<file path="config.mk">
export PLATFORM = sky130hd
export DESIGN_NAME = slot_alloc
export DESIGN_NICKNAME = d
export VERILOG_FILES = /design/src/rtl/slot_alloc.sv
export SDC_FILE = /design/constraint.sdc
export NUM_CORES = 1
export LEC_CHECK = 0
export BUFFER_PORTS_ARGS = -buffer_cell sky130_fd_sc_hd__buf_2
export CAP_MARGIN = 20
export CORE_AREA = 2 2 110 112
export DETAILED_ROUTE_END_ITERATION = 8
export DIE_AREA = 0 0 112 114
export GPL_TIMING_DRIVEN = 0
export PLACE_DENSITY = 0.64
export SLEW_MARGIN = 30
export SYNTH_ARGS = -nofsm -noshare
export SYNTH_HDL_FRONTEND = slang
export SYNTH_SLANG_ARGS = --single-unit
</file>
<file path="constraint.sdc">
create_clock -name clk -period 36.5 [get_ports clk]
set_input_delay 1.825 -clock clk [delete_from_list [all_inputs] [get_ports clk]]
set_output_delay 1.825 -clock clk [all_outputs]
set_load 0.05 [all_outputs]
</file>
<file path="src/rtl/slot_alloc.sv">
// slot_alloc: allocator for N = 2^LG_N slots. Keeps a free vector, grants the
// req_cnt lowest-indexed free slots per accepted request through a one-entry
// grant register (EMPTY/HOLD), takes returned slots back, and flags protocol
// violations on a sticky err bit.
module slot_alloc #(
  parameter  int LG_N   = 4,
  parameter  int MAXREQ = 4,
  localparam int N      = 1 << LG_N,
  localparam int CW     = $clog2(MAXREQ + 1)
) (
  input  logic            clk,
  input  logic            reset_n,
  input  logic            req_valid,
  input  logic [CW-1:0]   req_cnt,
  output logic            req_ready,
  output logic            gnt_valid,
  output logic [N-1:0]    gnt_mask,
  input  logic            gnt_ready,
  input  logic            free_valid,
  input  logic [N-1:0]    free_mask,
  input  logic            flush,
  output logic [LG_N:0]   free_cnt,
  output logic            err
);

  typedef enum logic {S_EMPTY = 1'b0, S_HOLD = 1'b1} state_t;

  localparam logic [LG_N:0] N_C      = (LG_N+1)'(N);
  localparam logic [LG_N:0] MAXREQ_C = (LG_N+1)'(MAXREQ);

  state_t          r_state;
  logic [N-1:0]    r_vec;
  logic [N-1:0]    r_mask;
  logic [LG_N:0]   r_cnt;
  logic            r_err;

  logic [LG_N:0]   w_req;
  logic            w_oversize;
  logic            w_room;
  logic            w_accept;
  logic            w_dfree;
  logic [N-1:0]    w_sel;
  logic [N-1:0]    w_clr;
  logic [N-1:0]    w_ret;
  logic [N-1:0]    w_nxt;
  logic [LG_N:0]   w_nxt_cnt;

  // r_cnt always equals popcount(r_vec), so it can gate requests directly
  assign w_req      = (LG_N+1)'(req_cnt);
  assign w_oversize = w_req > MAXREQ_C;
  assign w_room     = (r_state == S_EMPTY) || gnt_ready;
  assign req_ready  = !flush && w_room && !w_oversize && (r_cnt >= w_req);
  assign w_accept   = req_valid && req_ready;
  assign w_dfree    = free_valid && ((free_mask & r_vec) != '0);

  // count-to-mask decode: take the req_cnt lowest-indexed free slots
  always_comb begin
    logic [LG_N:0] acc;
    acc   = '0;
    w_sel = '0;
    for (int i = 0; i < N; i++) begin
      if (r_vec[i] && (acc < w_req)) begin
        w_sel[i] = 1'b1;
        acc      = acc + 1'b1;
      end
    end
  end

  // selection works on the pre-free vector; returned slots are OR'd in after
  assign w_clr = w_accept ? w_sel : '0;
  assign w_ret = free_valid ? free_mask : '0;
  assign w_nxt = (r_vec & ~w_clr) | w_ret;

  // popcount of the next free vector, registered into free_cnt
  always_comb begin
    w_nxt_cnt = '0;
    for (int i = 0; i < N; i++) w_nxt_cnt = w_nxt_cnt + (LG_N+1)'(w_nxt[i]);
  end

  // free vector, free count and sticky error; flush restores every slot
  always_ff @(posedge clk or negedge reset_n) begin
    if (!reset_n) begin
      r_vec <= '1;
      r_cnt <= N_C;
      r_err <= 1'b0;
    end else if (flush) begin
      r_vec <= '1;
      r_cnt <= N_C;
    end else begin
      r_vec <= w_nxt;
      r_cnt <= w_nxt_cnt;
      if (w_dfree || (req_valid && w_oversize)) r_err <= 1'b1;
    end
  end

  // grant register: EMPTY/HOLD with back-to-back reload on gnt_ready
  always_ff @(posedge clk or negedge reset_n) begin
    if (!reset_n) begin
      r_state <= S_EMPTY;
      r_mask  <= '0;
    end else if (flush) begin
      r_state <= S_EMPTY;
      r_mask  <= '0;
    end else begin
      case (r_state)
        S_EMPTY: begin
          if (w_accept) begin
            r_state <= S_HOLD;
            r_mask  <= w_sel;
          end
        end
        S_HOLD: begin
          if (w_accept) begin
            r_mask  <= w_sel;
          end else if (gnt_ready) begin
            r_state <= S_EMPTY;
            r_mask  <= '0;
          end
        end
        default: begin
          r_state <= S_EMPTY;
          r_mask  <= '0;
        end
      endcase
    end
  end

  assign gnt_valid = (r_state == S_HOLD);
  assign gnt_mask  = r_mask;
  assign free_cnt  = r_cnt;
  assign err       = r_err;

endmodule

</file>
# Word level (Yosys, flattened, before mapping)
# Cells that the tools add are included.
dict set report totals {
  in_bits 25
  mem_count 0
  latch_bits 0
  romBits 0
  elab_cells 134
  output_inout_bits 24
  regBits 39
  ram_bits 0
}
dict set report op_classes {
  n_lt_le_gt_ge 18
  addsub 29
  n_reduce_logical 29
  div 0
  shift 0
  n_mux 45
  mul 0
  n_bitwise 6
  eq_ne 2
}
# operator n
set op_table {}
lappend op_table {{$mux W16} 7}
lappend op_table {{$lt A5 B3 Y1} 15}
lappend op_table {{$mux W5} 15}
lappend op_table {{$add A5 B1 Y5 const B} 14}
lappend op_table {{$add A5 B1 Y5} 11}
lappend op_table {{$and A16 B16 Y16} 2}
lappend op_table {{$pmux W16 S2} 1}
lappend op_table {{$logic_and A1 B1 Y1} 22}
lappend op_table {{$mux W1} 21}
lappend op_table {{$not A16 Y16} 1}
lappend op_table {{$or A16 B16 Y16} 1}
lappend op_table {{$reduce_bool A16 Y1} 1}
lappend op_table {{$add A4 B1 Y5} 1}
lappend op_table {{$ge A5 B3 Y1} 1}
lappend op_table {{$add A3 B1 Y4} 1}
lappend op_table {{$ne A4 B3 Y1 const B} 1}
lappend op_table {{$reduce_and A2 Y1} 2}
lappend op_table {{$add A2 B1 Y3} 1}
lappend op_table {{$gt A3 B3 Y1 const B} 1}
lappend op_table {{$lt A1 B3 Y1 const A} 1}
lappend op_table {{$ne A3 B3 Y1 const B} 1}
lappend op_table {{$add A1 B1 Y2} 1}
lappend op_table {{$logic_not A1 Y1} 2}
lappend op_table {{$logic_or A1 B1 Y1} 2}
lappend op_table {{2 further kinds} 3}

# Longest topological paths before layout
dict set report logic_depth {
  ltp_word 68
  depth_mapped 119
  mapped_depth_nobuf 116
}

# Worst setup path before layout
# No wires, ideal clock.
dict set report synth_path {
  path_kind {input to register}
  startpoint {input port req_cnt[0]}
  endpoint {register r_cnt[4] (netlist: free_cnt[4])}
  t_required_ns 36.423
  arrival_ns 25.020
  n_path_buf 3
  path_slack_ns 11.403
  setup_time_ns 0.077
  cell_stages 111
  path_cell_list {buf_2 > clkinv_1 > o21ai_0 > nand2_1 > inv_1 > ha_1 > buf_2 > nand2b_1 > o211ai_1 > o21ai_0 > o2bb2ai_1 > ha_1 > o22a_1 > or2_2 > o31ai_4 > mux2_2 > ha_1 > nand2_1 > [... 75 more ...] > a211oi_1 > o31a_1 > o21a_1 > mux2_1 > ha_1 > nand2_1 > nand4b_1 > or3_1 > a21oi_1 > a31oi_1 > fa_1 > fa_1 > fa_1 > fa_1 > ha_1 > fa_1 > a21o_1 > a21o_1}
}
dict set report synth_between {
  elab_chain_cells 54
  elab_cells_between_ends 103
  cone_classes {add/sub: 29; order compare: 18; mux: 33; bitwise: 3; reduce/logical: 20}
}
# item line_no
set synth_rtl {}
lappend synth_rtl {{start, declared} 14} ;# input logic [CW-1:0] req_cnt,
lappend synth_rtl {{$lt A1 B3 Y1} 62} ;# if (r_vec[i] && (acc < w_req)) begin
lappend synth_rtl {{$logic_and A1 B1 Y1} 62}
lappend synth_rtl {{$mux W1} 62}
lappend synth_rtl {{$lt A5 B3 Y1} 62}
lappend synth_rtl {{$logic_and A1 B1 Y1} 62}
lappend synth_rtl {{$mux W5} 62}
lappend synth_rtl {{$lt A5 B3 Y1} 62}
lappend synth_rtl {{$logic_and A1 B1 Y1} 62}
lappend synth_rtl {{[... 38 more ...]} -}
lappend synth_rtl {{$logic_and A1 B1 Y1} 62}
lappend synth_rtl {{$mux W1} 62}
lappend synth_rtl {{$mux W16 (*)} 70} ;# assign w_clr = w_accept ? w_sel : '0;
lappend synth_rtl {{$not A16 Y16 (*)} 72} ;# assign w_nxt = (r_vec & ~w_clr) | w_ret;
lappend synth_rtl {{$and A16 B16 Y16 (*)} 72}
lappend synth_rtl {{$or A16 B16 Y16 (*)} 72}
lappend synth_rtl {{$add A5 B1 Y5 (*)} 77} ;# for (int i = 0; i < N; i++) w_nxt_cnt = w_nxt_cnt + (LG_N+1)'(w_nxt[i]);
lappend synth_rtl {{$mux W5 (*)} 86} ;# end else if (flush) begin
lappend synth_rtl {{end signal, assigned} 91} ;# r_cnt <= w_nxt_cnt;
lappend synth_rtl {{end, declared} 34} ;# logic [LG_N:0] r_cnt;
# Mark *: on every way between the ends. The rest lies on a longest branch, timed or not.
# A chain may end at the register's enable or synchronous reset.

# Worst setup path in the final report
# Ends and elaborated chain as after synthesis.

==> qor.txt <==
status: complete, no violations
Final period util: 80.26%
CP Launch Type: input port
post-synthesis mux area share: 3.639%
final-report hold violation count: 0
H-tree Lvls: 2
Ports: 49
largest net degree at the start of global routing: 40
TritonRoute pass-1 iters: 5
Post-Route WL: 14.36 mm
layout cells sized above 1: 25.16%
critical path arrival: 29.51 ns
post-synthesis compound-gate area fraction: 31.35%
commonest cells in the netlist: 73 x nand2_1, 48 x ha_1, 31 x inv_1
Yosys reg bits: 39
Max-slew headroom: 40.01%
fmax: 34.13 MHz
post-cts resize count: 0
Post CTS Setup Buffer Count: 0
Synth Flop Type: dfrtp_1
worst hold path class: register to register
Detail Route Antenna Nets: 0
first-pass GRT wire length: 23.92 mm
n_diodes: 0
Yosys top cell area share: 11.80%
CP endpoint kind: register
Area Overhead vs Synth: 11.70%
cells taking the most area after synthesis: ha_1 12%, dfrtp_1 11%, dfstp_2 8.8%
Reg clk slew, reported paths: 0.06 ns
Die Span Y: 114 µm
PortBufs: 47
Initial Utilization: 43.45%
Most common cell on crit path: ha_1
main combinational cell family by area after synthesis: compound AO/OA/AOI/OAI gates
Post-Route Skew: 0.009433 ns
Synth cell types: 100
die area: 12,770 µm²
Post-DP HPWL: 11.30 mm
most frequent cell after synthesis: nand2_1
# hold bufs at CTS: 0
Avg Inst Size Synth: 9.071 µm²
clock sinks: 39
cell family with most CP delay: compound AO/OA/AOI/OAI gates
routed wire length per instance: 18.82 µm
gpl congestion: 0.9368
min cycle time layout: 29.30 ns
clk root buf: clkbuf_16
Gate Count Post-Synth: 561
Synth Warn #: 0
register area share after synthesis: 19.60%
1st-iter DRT viols: 281
Critical Path Slowest Stage Cell: a211oi_1
row count: 40
TritonCTS clock tree: built
GRT overflow: 0
CP max stage delay: 0.60 ns
post-synthesis cell area: 5089 µm²
post-synthesis adder-cell area fraction: 15.74%
Die X: 112 µm
vias per cell: 6.240
Core Area: 11,710 µm²
Final Setup Violations: 0
Synth area leader: ha_1
cts bufs inserted: 5
crit path kind: input port to register
Worst Path Buf+Inv: 9
RSZ-0062 raised after global routing: no
TNS Setup: 0 ns
nets@finish: 698
gr usage total: 22.88%
vias in the first global route: 4,671
crit-path max FO: 10
Critical Path RT: 36.72 ns
ys async rst share: 100.0%
Worst-Skew Late Latency: 0.28 ns
DRC: 0
CTS max path bufs: 2
vias: 4,761
worst-margin pin slew: 0.8989 ns
Max-Cap Viols: 0
syn_nets: 644
antenna violations before repair: 0
Synth Area in Simple Gates: 20.83%
number of flops mapped to enable cells by yosys: 0
Synth Area in XOR/XNOR: 5.213%
Slew Limit Fails: 0
final cells by class:
cell class | instances | area, µm²
Clock inverter | 3 | 43.79
Inverter | 35 | 131.4
Sequential cell | 39 | 997.2
Buffer | 13 | 53.80
Clock buffer | 5 | 125.1
Tap cell | 147 | 183.9
Fill cell | 1125 | 6027
Multi-Input combinational cell | 474 | 3911
Timing Repair Buffer | 47 | 237.7
worst paths after layout:
kind                              from            to  slack (ns)  cells after the start
max in group asynchronous      reset_n      r_vec[2]       34.61                      1
hold reg to reg            gnt_mask[3]   gnt_mask[3]        0.48                      2
setup / recovery            req_cnt[0]   free_cnt[4]        7.20                    113
min in group asynchronous      reset_n  gnt_mask[15]        1.51                      1
hold / removal             gnt_mask[3]   gnt_mask[3]        0.48                      2
setup reg to reg              r_vec[0]   free_cnt[4]        9.39                    110
cell families (layout without fill, tap and decap cells):
logic type,count (synthesis),in the layout
flops,39,39
xor+xnor,18,18
mux,17,17
fa+ha+maj,58,58
compound gates,184,184
simple gates,197,197
buf+inv,48,103
through the flow:
| step | hold slack [ns] | utilization (%) | area, µm² | setup slack [ns] | instances |
|---|---|---|---|---|---|
| finish | 0.4760 | 48.54 | 5684 | 7.203 | 763 |
| global placement | 0.4550 | 47.03 | 5508 | 7.954 | 755 |
| global route | 0.5056 | 48.54 | 5684 | 5.238 | 763 |
| detailed placement | 0.4631 | 47.07 | 5513 | 7.401 | 755 |
| floorplan | 0.6166 | - | 5089 | 11.40 | 561 |
| CTS | 0.4798 | 48.52 | 5682 | 7.544 | 763 |
flip-flops by register name, indices dropped and copies added (netlist names):
name	flops
gnt_mask	16
r_vec	16
free_cnt	5
err	1
gnt_valid	1
metal layers:
layer	global-route usage, %	routed length [µm]	up-vias
li1	-	-	2250
met1	32.16	6696	2353
met2	38.75	6901	140
met3	1.913	574	18
met4	5.122	191	0
met5	0	0	-
layout by cell type (no fill, tap or decap), types with 14 or more instances in the layout:
cell type	n
a21oi_1	27
a22o_1	19
buf_2	50
dfrtp_1	22
dfstp_2	17
ha_1	48
inv_1	31
nand2_1	73
nand3_1	16
nor2_1	17
or2_2	14
tightest hold or removal path: stages, from the launching register on:
cell and delay (ns):
dfrtp_1 0.34, nand2_1 0.05, nand2_1 0.05
Power is left out: the tool's default activity adds up to more than one toggle a clock period on the data nets, which glitch-free logic cannot reach.
